==> config.mk <==
export PLATFORM = sky130hd
export DESIGN_NAME = keypad_controller
export DESIGN_NICKNAME = d
export VERILOG_FILES = /design/src/rtl/keypad_pkg.sv /design/src/rtl/keypad_controller_tick.sv /design/src/rtl/keypad_controller.sv
export SDC_FILE = /design/constraint.sdc
export NUM_CORES = 1
export LEC_CHECK = 0
export BUFFER_PORTS_ARGS = -buffer_cell sky130_fd_sc_hd__buf_2
export CAP_MARGIN = 20
export CORE_UTILIZATION = 55
export DETAILED_ROUTE_END_ITERATION = 8
export PLACE_DENSITY_LB_ADDON = 0.12
export RECOVER_POWER = 50
export REMOVE_ABC_BUFFERS = 1
export SLEW_MARGIN = 5
export SYNTH_ARGS = -nofsm -noshare
export SYNTH_HDL_FRONTEND = slang
export SYNTH_SLANG_ARGS = --single-unit
==> constraint.sdc <==
create_clock -name clk -period 4.15 [get_ports clk]
set_input_delay 0.415 -clock clk [delete_from_list [all_inputs] [get_ports clk]]
set_output_delay 0.415 -clock clk [all_outputs]
set_load 0.1 [all_outputs]
==> src/rtl/keypad_pkg.sv <==
// Shared types and constants for the hex keypad scanner: FSM states,
// frame classification and the {row,col} -> hex code keymap.
package keypad_pkg;

    typedef enum logic [1:0] {
        ST_IDLE,
        ST_DEBOUNCE,
        ST_HELD,
        ST_RELEASE
    } state_t;

    typedef enum logic [1:0] {
        FRAME_NONE,
        FRAME_ONE,
        FRAME_MULTI
    } frame_class_t;

    // Indexed by {row[1:0], col[1:0]}; listed from index 15 down to 0.
    localparam logic [15:0][3:0] KEYMAP = {
        4'hD, 4'hE, 4'hF, 4'h0,   // row 3, col 3..0
        4'hC, 4'h9, 4'h8, 4'h7,   // row 2
        4'hB, 4'h6, 4'h5, 4'h4,   // row 1
        4'hA, 4'h3, 4'h2, 4'h1    // row 0
    };

    // Classify a frame of 16 key hits into none / exactly one / several.
    function automatic frame_class_t classify_frame(input logic [15:0] hits);
        if (hits == 16'h0000)
            return FRAME_NONE;
        else if ((hits & (hits - 16'd1)) == 16'h0000)
            return FRAME_ONE;
        else
            return FRAME_MULTI;
    endfunction

    // Position of the lowest set hit; only meaningful for a single-hit frame.
    function automatic logic [3:0] hit_index(input logic [15:0] hits);
        logic [3:0] idx;
        idx = 4'd0;
        for (int i = 15; i >= 0; i--) begin
            if (hits[i]) idx = 4'(i);
        end
        return idx;
    endfunction

endpackage

==> src/rtl/keypad_controller_tick.sv <==
// Column-step divider: one-cycle tick every SCAN_DIV clocks.
module key_scan_tick #(
    parameter int SCAN_DIV = 100000
) (
    input  logic clk,
    input  logic reset,
    output logic tick
);

    localparam int CW = (SCAN_DIV > 1) ? $clog2(SCAN_DIV) : 1;
    localparam logic [CW-1:0] LAST = CW'(SCAN_DIV - 1);

    logic [CW-1:0] count;

    // Free-running 0..SCAN_DIV-1 counter.
    always_ff @(posedge clk) begin
        if (reset)
            count <= '0;
        else if (count == LAST)
            count <= '0;
        else
            count <= count + 1'b1;
    end

    assign tick = (count == LAST);

endmodule

==> src/rtl/keypad_controller.sv <==
// 4x4 hex keypad scanner: strobes columns, debounces whole frames and
// shifts each accepted key into a 16-bit entry register.
module keypad_controller
    import keypad_pkg::*;
#(
    parameter int SCAN_DIV       = 100000,
    parameter int DEBOUNCE_SCANS = 4
) (
    input  logic        clk,
    input  logic        reset,
    input  logic [3:0]  row,
    output logic [3:0]  col,
    output logic        key_valid,
    output logic [3:0]  key_code,
    output logic [15:0] entry,
    output logic        key_held
);

    localparam logic [3:0] DEB = 4'(DEBOUNCE_SCANS);

    logic [3:0]   row_meta;
    logic [3:0]   row_sync;
    logic         tick;
    logic [1:0]   ci;
    logic [15:0]  acc;
    logic [15:0]  col_hits;
    logic [15:0]  frame_bits;
    logic         frame_close;
    frame_class_t fclass;
    logic [3:0]   fcode;
    state_t       state;
    logic [3:0]   cand;
    logic [3:0]   cnt;
    logic [3:0]   cnt_inc;

    key_scan_tick #(.SCAN_DIV(SCAN_DIV)) u_tick (
        .clk   (clk),
        .reset (reset),
        .tick  (tick)
    );

    // Two-flop synchronizer for the asynchronous row lines.
    // NOTE: non-blocking assignments make row_sync take the old row_meta, giving two real stages.
    always_ff @(posedge clk) begin
        if (reset) begin
            row_meta <= 4'hF;
            row_sync <= 4'hF;
        end else begin
            row_meta <= row;
            row_sync <= row_meta;
        end
    end

    assign col = ~(4'b0001 << ci);

    // Map the active-low rows seen on the current column into frame positions.
    // NOTE: the default before the loop keeps this purely combinational (no latch).
    always_comb begin
        col_hits = '0;
        for (int r = 0; r < 4; r++) begin
            col_hits[r*4 + int'(ci)] = ~row_sync[r];
        end
    end

    assign frame_bits  = acc | col_hits;
    assign frame_close = tick && (ci == 2'd3);
    assign fclass      = classify_frame(frame_bits);
    assign fcode       = KEYMAP[hit_index(frame_bits)];
    assign cnt_inc     = (cnt == 4'hF) ? cnt : cnt + 4'd1;

    // Column stepping and frame accumulation; cleared at each frame close.
    always_ff @(posedge clk) begin
        if (reset) begin
            ci  <= 2'd0;
            acc <= '0;
        end else if (tick) begin
            ci  <= ci + 2'd1;
            acc <= (ci == 2'd3) ? '0 : frame_bits;
        end
    end

    // Press/release debounce FSM, stepped once per closed frame.
    always_ff @(posedge clk) begin
        if (reset) begin
            state     <= ST_IDLE;
            cand      <= 4'd0;
            cnt       <= 4'd0;
            key_valid <= 1'b0;
            key_code  <= 4'd0;
            entry     <= 16'd0;
            key_held  <= 1'b0;
        end else begin
            key_valid <= 1'b0;
            if (frame_close) begin
                unique case (state)
                    ST_IDLE: begin
                        if (fclass == FRAME_ONE) begin
                            cand <= fcode;
                            cnt  <= 4'd1;
                            if (DEB <= 4'd1) begin
                                key_valid <= 1'b1;
                                key_code  <= fcode;
                                entry     <= {entry[11:0], fcode};
                                key_held  <= 1'b1;
                                state     <= ST_HELD;
                            end else begin
                                state <= ST_DEBOUNCE;
                            end
                        end
                    end
                    ST_DEBOUNCE: begin
                        if (fclass == FRAME_ONE) begin
                            if (fcode == cand) begin
                                cnt <= cnt_inc;
                                if (cnt_inc >= DEB) begin
                                    key_valid <= 1'b1;
                                    key_code  <= fcode;
                                    entry     <= {entry[11:0], fcode};
                                    key_held  <= 1'b1;
                                    state     <= ST_HELD;
                                end
                            end else begin
                                cand <= fcode;
                                cnt  <= 4'd1;
                            end
                        end else begin
                            state <= ST_IDLE;
                        end
                    end
                    ST_HELD: begin
                        if (fclass == FRAME_NONE) begin
                            cnt <= 4'd1;
                            if (DEB <= 4'd1) begin
                                key_held <= 1'b0;
                                state    <= ST_IDLE;
                            end else begin
                                state <= ST_RELEASE;
                            end
                        end
                    end
                    ST_RELEASE: begin
                        if (fclass == FRAME_NONE) begin
                            cnt <= cnt_inc;
                            if (cnt_inc >= DEB) begin
                                key_held <= 1'b0;
                                state    <= ST_IDLE;
                            end
                        end else begin
                            state <= ST_HELD;
                        end
                    end
                    default: state <= ST_IDLE;
                endcase
            end
        end
    end

endmodule

; ---- After elaboration in Yosys (flattened, before gate mapping)
; Memory sizes are Yosys's and may differ from the RTL's.
; Cells that the tools add are included.
[word_totals]
memories = 1
regBits = 75
mem_bits_ro = 64
out_inout_bits = 26
[classes]
addsub = 7
eq_ne = 19
order_cmp = 10
shifts = 1
muxes = 57
bitwise = 12
reduce_logical = 18
[memory_table]
columns = name, depth, word_bits, read_ports, rd_ports_with_merged_regs, write_ports, line_no
row1 = (no name shown), 16, 4, 1, 0, 0, keypad_controller.sv:68  ; assign fcode = KEYMAP[hit_index(frame_bits)];
[op_table]
columns = operator, n
row1 = two-way mux 4 bit, 26
row2 = bitwise mux 16 bit, 3
row3 = zero test 16 bit, 2
row4 = two-way mux 2 bit, 9
row5 = "adder 17 x 1 -> 17 bit, second input constant", 1
row6 = "equality test 17 bit, second input constant", 1
row7 = AND 16 bit, 1
row8 = AND 16 x 4 -> 16 bit, 1
row9 = two-way mux 16 bit, 1
row10 = "inequality test 2 bit, second input constant", 8
row11 = bitwise OR 16 bit, 1
row12 = one-hot mux 4 bit (4 select lines), 1
row13 = "subtractor 16 x 1 -> 16 bit, second input constant", 1
row14 = AND reduction 5 bit, 3
row15 = demux 1 bit (select 4 bit), 3
row16 = "adder 4 x 2 -> 5 bit, first input constant", 2
row17 = "greater-or-equal comparator 5 x 1 -> 1 bit, second input constant", 2
row18 = "< comparator 4 x 5 -> 1 bit, second input constant", 2
row19 = "< comparator 5 bit, second input constant", 2
row20 = two-way mux 1 bit, 10
row21 = "inequality test 3 bit, second input constant", 3
row22 = NOT 1 bit, 8
row23 = one-hot mux 2 bit (4 select lines), 1
row24 = one-hot mux 4 bit (2 select lines), 1
row25 = 22 further kinds, 31

; ---- Longest topological paths before layout
; Gate-level depths: netlist of the first run.
[logic_depth]
depth_word = 31
depth_mapped = 20
depth_no_buf = 17

; ---- Modules after synthesis
; Synthesis of the first run repeated with hierarchy kept, for this count alone.
[hier_totals]
hier_cells = 442
area_unflattened_um2 = 3756.1
[by_module_without_submodules]
columns = module, area_per_inst_um2, n_inst, cells_each, seq_area_each_um2
row1 = keypad_controller, 2959.1, 1, 354, 1081.0
row2 = key_scan_tick, 797.0, 1, 88, 340.3

; ---- Worst setup path before layout of the first run
; No wires, ideal clock.
[synth_path]
kind = reg2reg
from = register ci[0]
to = register entry[4]
n_path_buf = 3
required_time_ns = 4.079
stages_incl_launch_ff = 21
arrival_ns = 3.981
setup_slack_ns = 0.098
setup_ns = 0.071
period_less_slack_ns = 4.052
cell_sequence = dfxtp_1 inv_1 ha_1 buf_4 inv_1 o21bai_1 nor2_1 o311ai_0 a31oi_1 inv_1 ha_1 a41oi_1 mux2i_1 o21ai_0 mux2i_1 a211oi_2 o211a_1 buf_6 buf_6 nand3_1 a21oi_1
[synth_via]
elab_chain_cells = 29
word_cells_on_any_way = 57
classes_between = add/sub (4) / order compare (8) / eq/ne (3) / mux (30) / bitwise (3) / reduce/logical (8) / memory (1)
[synth_rtl]
columns = element, line_no
row1 = start: declaration, keypad_controller.sv:24  ; logic [1:0] ci;
row2 = start signal: assignment, keypad_controller.sv:77  ; ci <= ci + 2'd1;
row3 = adder 3 x 2 -> 4 bit, keypad_controller.sv:61  ; col_hits[r*4 + int'(ci)] = ~row_sync[r];
row4 = < comparator 4 x 5 -> 1 bit (implied by the code) / greater-or-equal comparator 4 x 1 -> 1 bit (equally long branches), keypad_controller.sv:61
row5 = logical AND 1 bit (implied by the code), keypad_controller.sv:61
row6 = two-way mux 1 bit (implied by the code), keypad_controller.sv:61
row7 = demux 1 bit (select 4 bit), keypad_controller.sv:61
row8 = bitwise mux 16 bit (3 in a row), keypad_controller.sv:61
row9 = bitwise OR 16 bit, keypad_controller.sv:65  ; assign frame_bits = acc | col_hits;
row10 = two-way mux 4 bit (16 in a row), keypad_pkg.sv:41  ; if (hits[i]) idx = 4'(i);
row11 = memory (16 x 4 bit), --
row12 = two-way mux 4 bit (implied by the code), keypad_controller.sv:68
row13 = equality test 4 bit, keypad_controller.sv:113  ; if (fcode == cand) begin
row14 = AND reduction 5 bit (no line) *, --
row15 = end signal: assignment, keypad_controller.sv:103  ; entry <= {entry[11:0], fcode};
row16 = end signal: assignment, keypad_controller.sv:118  ; entry <= {entry[11:0], fcode};
row17 = end: declaration, keypad_controller.sv:15  ; output logic [15:0] entry,
; Mark *: on every way between the ends. The rest lies on a longest branch, timed or not. The select of a mux whose other input is x is not followed.
; A chain may end at the register's enable or synchronous reset.

; ---- Worst setup path after layout of the first run
[layout_path]
from = register ci[0]
to = register entry[6]
; The elaborated chain is that of the path after synthesis.

==> qor.log, run 1 <==
[sta] minimum clock period after layout 3.89 ns
[layout] total area of multi-input combinational cells 0.00209 mm^2
[clocking] number of buffers created by CTS 9
[power] IR Drop Worst-Case VDD 0.184 mV
[synthesis] post-synth top area share 38.3%
[run] maxcap violations 0
[power] cell internal pwr 993 uW
[sta] Final Skew 0.00726 ns
[clocking] worst-skew pair later-pin latency 0.34 ns
[clocking] CTS clock-pin slew for the worst setup and hold paths 0.08 ns
[route] Iter 0 DRT Violations 245
[power] register share of total power 52.7%
[layout] net total in the final layout 498
[floorplan] Core Footprint 0.00642 mm^2
[floorplan] initial cell density of the core 57.8%
[grt] pin count of the biggest net entering global routing 36
[floorplan] floorplan die width 84.2 um
[layout] storage element area 0.00142 mm^2
[floorplan] num rows 29
[power] share of power burned in the clock network 41.4%
[setup_path] Crit Reg-Reg Startpoint ci[0]$_SDFFE_PP0N_
[layout] cell area after layout 0.00405 mm^2
[synthesis] cell types occupying the most area after synthesis dfxtp_1 (38%), nor2_1 (7.2%), a21oi_1 (6.2%)
[clocking] depth of the CTS H-tree 3
[setup_path] largest fanout of any net on the critical path 15
[floorplan] number of primary I/O pins 32
[floorplan] die height 84.2 um
[synthesis] synthesized cell area 0.00371 mm^2
[synthesis] distinct cell type count after synthesis 65
[setup_path] critical path data required time 4.41 ns
[route] routed via count divided by cell count 6.02
[power] static leakage power 1.59 nW
[layout] number of fill cells 581
[place] routability congestion estimate 0.983
[run_status] outcome finished, final reports clean
[synthesis] commonest cells in the netlist dfxtp_1 (71), nor2_1 (71), a21oi_1 (46), nand2_1 (25), nand3_1 (23)
[synthesis] Synth Warn # 0
[grt] via count of the first global-routing pass 3123
[sta] part of the cycle the worst path needs 93.8%
[synthesis] instance count of the mapped netlist 458
[route] number of iterations in the first detailed-routing pass 5
[layout] utilization of the core after routing 63.0%
[grt] first-pass GRT wire length 14400 um
[grt] total overflow reported by the global router 0
[synthesis] per-instance average area after synthesis 8.11 um^2
[floorplan] floorplan die area 0.00708 mm^2
[synthesis] Yosys top cell by area dfxtp_1
[power] net switching power of the design 322 uW
[layout] diode insertion count for antenna repair 0
[layout] share of layout cells above drive strength 1 11.7%
[hold_path] path category of the worst min-delay check in -> reg
[sta] final-report setup violation count 0
[clocking] hold-fix buffer count after cts 0
[setup_path] signal arrival time at the worst endpoint 4.15 ns
[route] final routed wire length divided by cell count 14.9 um
[route] vias post-DR 3396
[synthesis] proportion of synthesized flip-flops having asynchronous set or reset 0%
[synthesis] most used flip-flop cell after synthesis dfxtp_1
[setup_path] kind of end point of the critical path flop
[clocking] number of setup buffers added after CTS 0
[clocking] CTS tree yes
[route] antenna viol nets, final 0
[place] number of buffers inserted by port buffering 31
[place] Post-DP HPWL 6060 um
[clocking] Clock Tree Buf Depth 2
[sta] relative max-transition margin 22.1%
[setup_path] Crit Path Category reg -> reg
[sta] number of endpoints with negative hold slack in the final report 0
[sta] upper clock frequency limit 257 MHz
[synthesis] number of enable flip-flop cells after synthesis 0
[synthesis] count of state elements after synthesis 71
[sta] transition time at the pin with the least slew margin 1.17 ns
[layout] relative area change from synthesis to final layout 8.97%
[grt] global routing usage summed across all routing layers 25.2%
[sta] RSZ-0062 raised after global routing false
[hold_path] Hold Startpoint row[0]
[clocking] buffer cell driving the clock tree root clkbuf_8
[power] switching power as a share of total power 24.5%
[place] placed cell areas 0.00387 mm^2
[power] combinational share of power 6.0%
[power] power density relative to cell area 325 mW/mm^2
[clocking] clock sinks 71
[setup_path] kind of start point of the critical path flop
[sta] Max Slew Vio Count 0
[route] number of DRC violations after detailed routing 0
[synthesis] part of the Yosys area used for sequential elements 38.3%
[grt] number of antenna violations at the first check in global routing 0
[setup_path] Setup crit start ci[0]$_SDFFE_PP0N_
[route] total routed wirelength 8430 um
-- worst max-delay path: stages (launching register included) --
cell and delay, ns:
dfxtp_1 0.37, inv_1 0.10, ha_2 0.29, nor2_1 0.17
o21a_1 0.21, a221o_1 0.16, o311ai_0 0.15, a31oi_1 0.33
inv_1 0.08, ha_1 0.24, a41oi_1 0.17, mux2i_1 0.11
o21ai_0 0.15, mux2i_1 0.10, a211oi_2 0.30, o211a_1 0.32
buf_4 0.25, nand3_1 0.10, a21oi_1 0.19
-- power groups by stage --
stage	logic, mW	registers (mW)	clock network [mW]
2_1_floorplan	0.0529	0.707	0
3_3_place_gp	0.0767	0.709	0
3_5_place_dp	0.0782	0.708	0
4_1_cts	0.0787	0.692	0.554
5_1_grt	0.0875	0.693	0.584
6_report	0.0787	0.693	0.544
-- cell usage in the layout (no fill, tap or decap), types with 5 or more instances in the layout --
cell and instances:
nor2_1 71, nand4_1 8, a21o_1 8, o21ai_0 21
o21ai_1 15, buf_2 9, clkbuf_8 9, nand2_1 25
clkbuf_1 24, xor2_1 10, inv_1 19, mux2i_1 5
or2_2 9, ha_1 7, o22ai_1 5, and2_1 8
buf_4 5, dfxtp_1 71, nand3_1 23, a21oi_1 46
-- cell families after synthesis --
| family | share of synthesized area (%) |
|---|---|
| AO/OA/AOI/OAI | 23.7 |
| XOR/XNOR | 3.94 |
| adder cells (fa/ha/maj) | 3.64 |
| buffers and inverters | 5.86 |
| flip-flops | 38.3 |
| multiplexers | 1.35 |
| AND/OR/NAND/NOR | 23.3 |
-- layer usage --
layer  routed length, um  track usage (%)  vias to the layer above
met2                3820             39.6                      102
met4                 116             9.56                        0
met1                4070             34.9                     1607
li1                    -                -                     1674
met5                   0                0                        -
met3                 419             4.03                       13
-- sequential cells by signal (all words and copies together) (netlist names) --
register      cells
row_sync          4
key_valid         1
state             2
row_meta          4
acc              16
entry            13
key_held          1
u_tick.count     17
ci                2
cnt               4
key_code          3
cand              4
-- path summary, 6_finish.rpt --
path         cells past startpoint                      to  slack, ns
min reg2reg                      1  row_sync[1]$_SDFF_PP1_       0.41
max reg2reg                     18   entry[6]$_SDFFE_PP0P_       0.26
max                             18   entry[6]$_SDFFE_PP0P_       0.26
min                              2  row_meta[0]$_SDFF_PP1_       0.25
-- metrics by stage --
step	setup WS, ns	TNS [ns]	std cells	power, mW	hold WS, ns
detailed placement	0.0833	0	548	0.787	0.394
floorplan	-0.0539	-0.138	433	0.759	0.389
global placement	0.152	0	548	0.785	0.392
finish	0.258	0	564	1.32	0.254
CTS	0.0175	0	564	1.33	0.245
global route	0.0213	0	564	1.37	0.249
-- cell type report --
type | instances | area share [%]
clock buffer | 9 | 3.06
sequential | 71 | 35.1
multi-input combinational | 343 | 51.7
tap | 77 | 2.38
clock inverter | 7 | 1.73
timing repair buffer | 38 | 4.27
inverter | 19 | 1.76
-- timing repair --
action                                 CTS  global route
setup endpoints to repair                0            24
resized for setup                        0             5
endpoints found under the hold margin    0             0
No activity file was read; power rests on OpenSTA's default activity.
==> inputs of run 2 (changes only) <==
--- a/config.mk
+++ b/config.mk
@@ -8,8 +8,9 @@
 export BUFFER_PORTS_ARGS = -buffer_cell sky130_fd_sc_hd__buf_2
 export CAP_MARGIN = 20
 export CORE_UTILIZATION = 55
+export CTS_BUF_LIST = sky130_fd_sc_hd__clkbuf_2
 export DETAILED_ROUTE_END_ITERATION = 8
-export PLACE_DENSITY_LB_ADDON = 0.12
+export PLACE_DENSITY = 0.73
 export RECOVER_POWER = 50
 export REMOVE_ABC_BUFFERS = 1
 export SLEW_MARGIN = 5
==> run 2 against run 1 <==
Against the previous run:
- global-route usage rose by 0.19 points
- via count increased by 1.4%
- critical path depth decreased by 6
- design area fell by 0.96%
- non-clock buffer count increased by 6
- total power is 11% lower
- sequential cell count stayed put
- critical endpoint is now entry[7]$_SDFFE_PP0P_
==> qor.log, run 2 (synthesis gave the netlist of run 1 again) <==
[place] Post-DP HPWL 6180 um [was 6060 um]
[layout] leading cell types in the layout, fill and taps excluded nor2_1 (71), dfxtp_1 (71), a21oi_1 (46), nand2_1 (25), clkbuf_1 (25) [was nor2_1 (71), dfxtp_1 (71), a21oi_1 (46), nand2_1 (25), clkbuf_1 (24)]
[grt] first-pass GRT wire length 14300 um [was 14400 um]
[layout] diode insertion count for antenna repair 0 [unchanged]
[clocking] CTS clock-pin slew for the worst setup and hold paths 0.19 ns [was 0.08 ns]
[layout] relative area change from synthesis to final layout 7.92% [was 8.97%]
[clocking] number of buffers created by CTS 9 [unchanged]
[layout] Biggest register u_tick.count [unchanged]
[layout] cell area after layout 0.00401 mm^2 [was 0.00405 mm^2]
[floorplan] die height 84.2 um [unchanged]
[clocking] buffer cell driving the clock tree root clkbuf_2 [was clkbuf_8]
[hold_path] path category of the worst min-delay check in -> reg [unchanged]
[route] number of iterations in the first detailed-routing pass 5 [unchanged]
[sta] number of endpoints with negative hold slack in the final report 0 [unchanged]
[place] number of buffers inserted by port buffering 31 [unchanged]
[layout] net total in the final layout 504 [was 498]
[place] routability congestion estimate 0.980 [was 0.983]
[route] total routed wirelength 8780 um [was 8430 um]
[layout] share of layout cells above drive strength 1 11.8% [was 11.7%]
[floorplan] floorplan die width 84.2 um [unchanged]
[sta] final-report setup violation count 0 [unchanged]
[place] placed cell areas 0.00388 mm^2 [was 0.00387 mm^2]
[floorplan] initial cell density of the core 57.8% [unchanged]
[grt] global routing usage summed across all routing layers 25.4% [was 25.2%]
[route] antenna viol nets, final 0 [unchanged]
[sta] post-route setup TNS 0 ns [unchanged]
[sta] Max Slew Vio Count 0 [unchanged]
[setup_path] Crit Path Category reg -> reg [unchanged]
[setup_path] largest fanout of any net on the critical path 17 [was 15]
[floorplan] num rows 29 [unchanged]
[sta] upper clock frequency limit 261 MHz [was 257 MHz]
[layout] max FFs per register 17 [unchanged]
[sta] part of the cycle the worst path needs 92.4% [was 93.8%]
[run] maxcap violations 0 [unchanged]
[run_status] outcome finished, final reports clean [unchanged]
[setup_path] signal arrival time at the worst endpoint 4.19 ns [was 4.15 ns]
[route] number of DRC violations after detailed routing 0 [unchanged]
[layout] largest registers in the final layout u_tick.count (17), acc (16), entry (13) [unchanged]
[power] IR Drop Worst-Case VDD 0.209 mV [was 0.184 mV]
[route] vias post-DR 3443 [was 3396]
[clocking] worst-skew pair later-pin latency 0.52 ns [was 0.34 ns]
[route] final routed wire length divided by cell count 15.4 um [was 14.9 um]
[floorplan] number of primary I/O pins 32 [unchanged]
[grt] number of antenna violations at the first check in global routing 0 [unchanged]
[clocking] depth of the CTS H-tree 3 [unchanged]
[power] power density relative to cell area 291 mW/mm^2 [was 325 mW/mm^2]
[clocking] CTS tree yes [unchanged]
[clocking] Clock Tree Buf Depth 2 [unchanged]
[place] worst slack at placement 0.118 ns [was 0.0833 ns]
[grt] total overflow reported by the global router 0 [unchanged]
[setup_path] kind of end point of the critical path flop [unchanged]
[sta] Final Skew 0.0292 ns [was 0.00726 ns]
[route] routed via count divided by cell count 6.05 [was 6.02]
[sta] minimum clock period after layout 3.84 ns [was 3.89 ns]
[floorplan] floorplan die area 0.00708 mm^2 [unchanged]
[clocking] clock sinks 71 [unchanged]
[floorplan] Core Footprint 0.00642 mm^2 [unchanged]
[setup_path] critical path data required time 4.50 ns [was 4.41 ns]
[sta] crit path setup slack, layout 0.314 ns [was 0.258 ns]
[grt] pin count of the biggest net entering global routing 36 [unchanged]
[sta] transition time at the pin with the least slew margin 1.48 ns [was 1.17 ns]
[route] Iter 0 DRT Violations 271 [was 245]
[power] static leakage power 1.58 nW [was 1.59 nW]
[setup_path] kind of start point of the critical path flop [unchanged]
[grt] via count of the first global-routing pass 3115 [was 3123]
[layout] number of fill cells 591 [was 581]
[sta] relative max-transition margin 1.41% [was 22.1%]
run 2: worst paths after layout:
| kind | startpoint | cells after the start | slack [ns] | end |
|---|---|---|---|---|
| max | ci[1]$_SDFFE_PP0N_ | 12 | 0.31 | entry[7]$_SDFFE_PP0P_ |
| max reg2reg | ci[1]$_SDFFE_PP0N_ | 12 | 0.31 | entry[7]$_SDFFE_PP0P_ |
| min | row[3] | 2 | 0.08 | row_meta[3]$_SDFF_PP1_ |
| min reg2reg | row_meta[3]$_SDFF_PP1_ | 1 | 0.43 | row_sync[3]$_SDFF_PP1_ |
run 2: layout make-up:
cell class / instances / area (um^2) / area share [%]
multi-input cells: 343 / 2090 / 52.3
clock inverters: 6 / 61.3 / 1.53
inverters: 19 / 71.3 / 1.78
clock buffers: 9 / 45.0 / 1.12
flip-flops and latches: 71 / 1420 / 35.5
well taps: 77 / 96.3 / 2.40
repair buffers: 44 / 216 / 5.40
run 2: per-stage QoR:
step	instances	util, %	hold slack (ns)	total power [mW]
2_1_floorplan	433	-	0.389	0.759
3_3_place_gp	550	60.5	0.391	0.785
3_5_place_dp	550	60.5	0.397	0.786
4_1_cts	565	62.1	0.0475	1.17
5_1_grt	569	62.4	0.0422	1.21
6_report	569	62.4	0.0836	1.16
run 2: repair_timing:
item	CTS	global route
setup endpoints to repair	0	26
gates resized for setup	0	4
buffers inserted	0	4
hold buffers	0	0
run 2: metal layers:
metal	global-route usage (%)	up-vias	wire (um)
met1	33.9	1603	4140
li1	-	1697	-
met5	0	-	0
met2	41.0	121	3870
met4	8.93	0	186
met3	5.11	22	579
run 2: power breakdown:
group | switching (mW) | total, mW | internal, mW
logic | 0.0540 | 0.0850 | 0.0310
clock network | 0.250 | 0.385 | 0.135
registers | 0.00521 | 0.694 | 0.689
run 2: worst max-delay path: stages, from the launching register on:
cell      delay [ns]
dfxtp_1         0.42
inv_1           0.09
ha_1            0.29
buf_4           0.20
nor2_4          0.15
o21ai_2         0.13
or4_1           0.72
o22ai_1         0.26
and3_1          0.18
and4bb_1        0.27
nand3_1         0.49
o21ai_0         0.37
a21oi_1         0.10
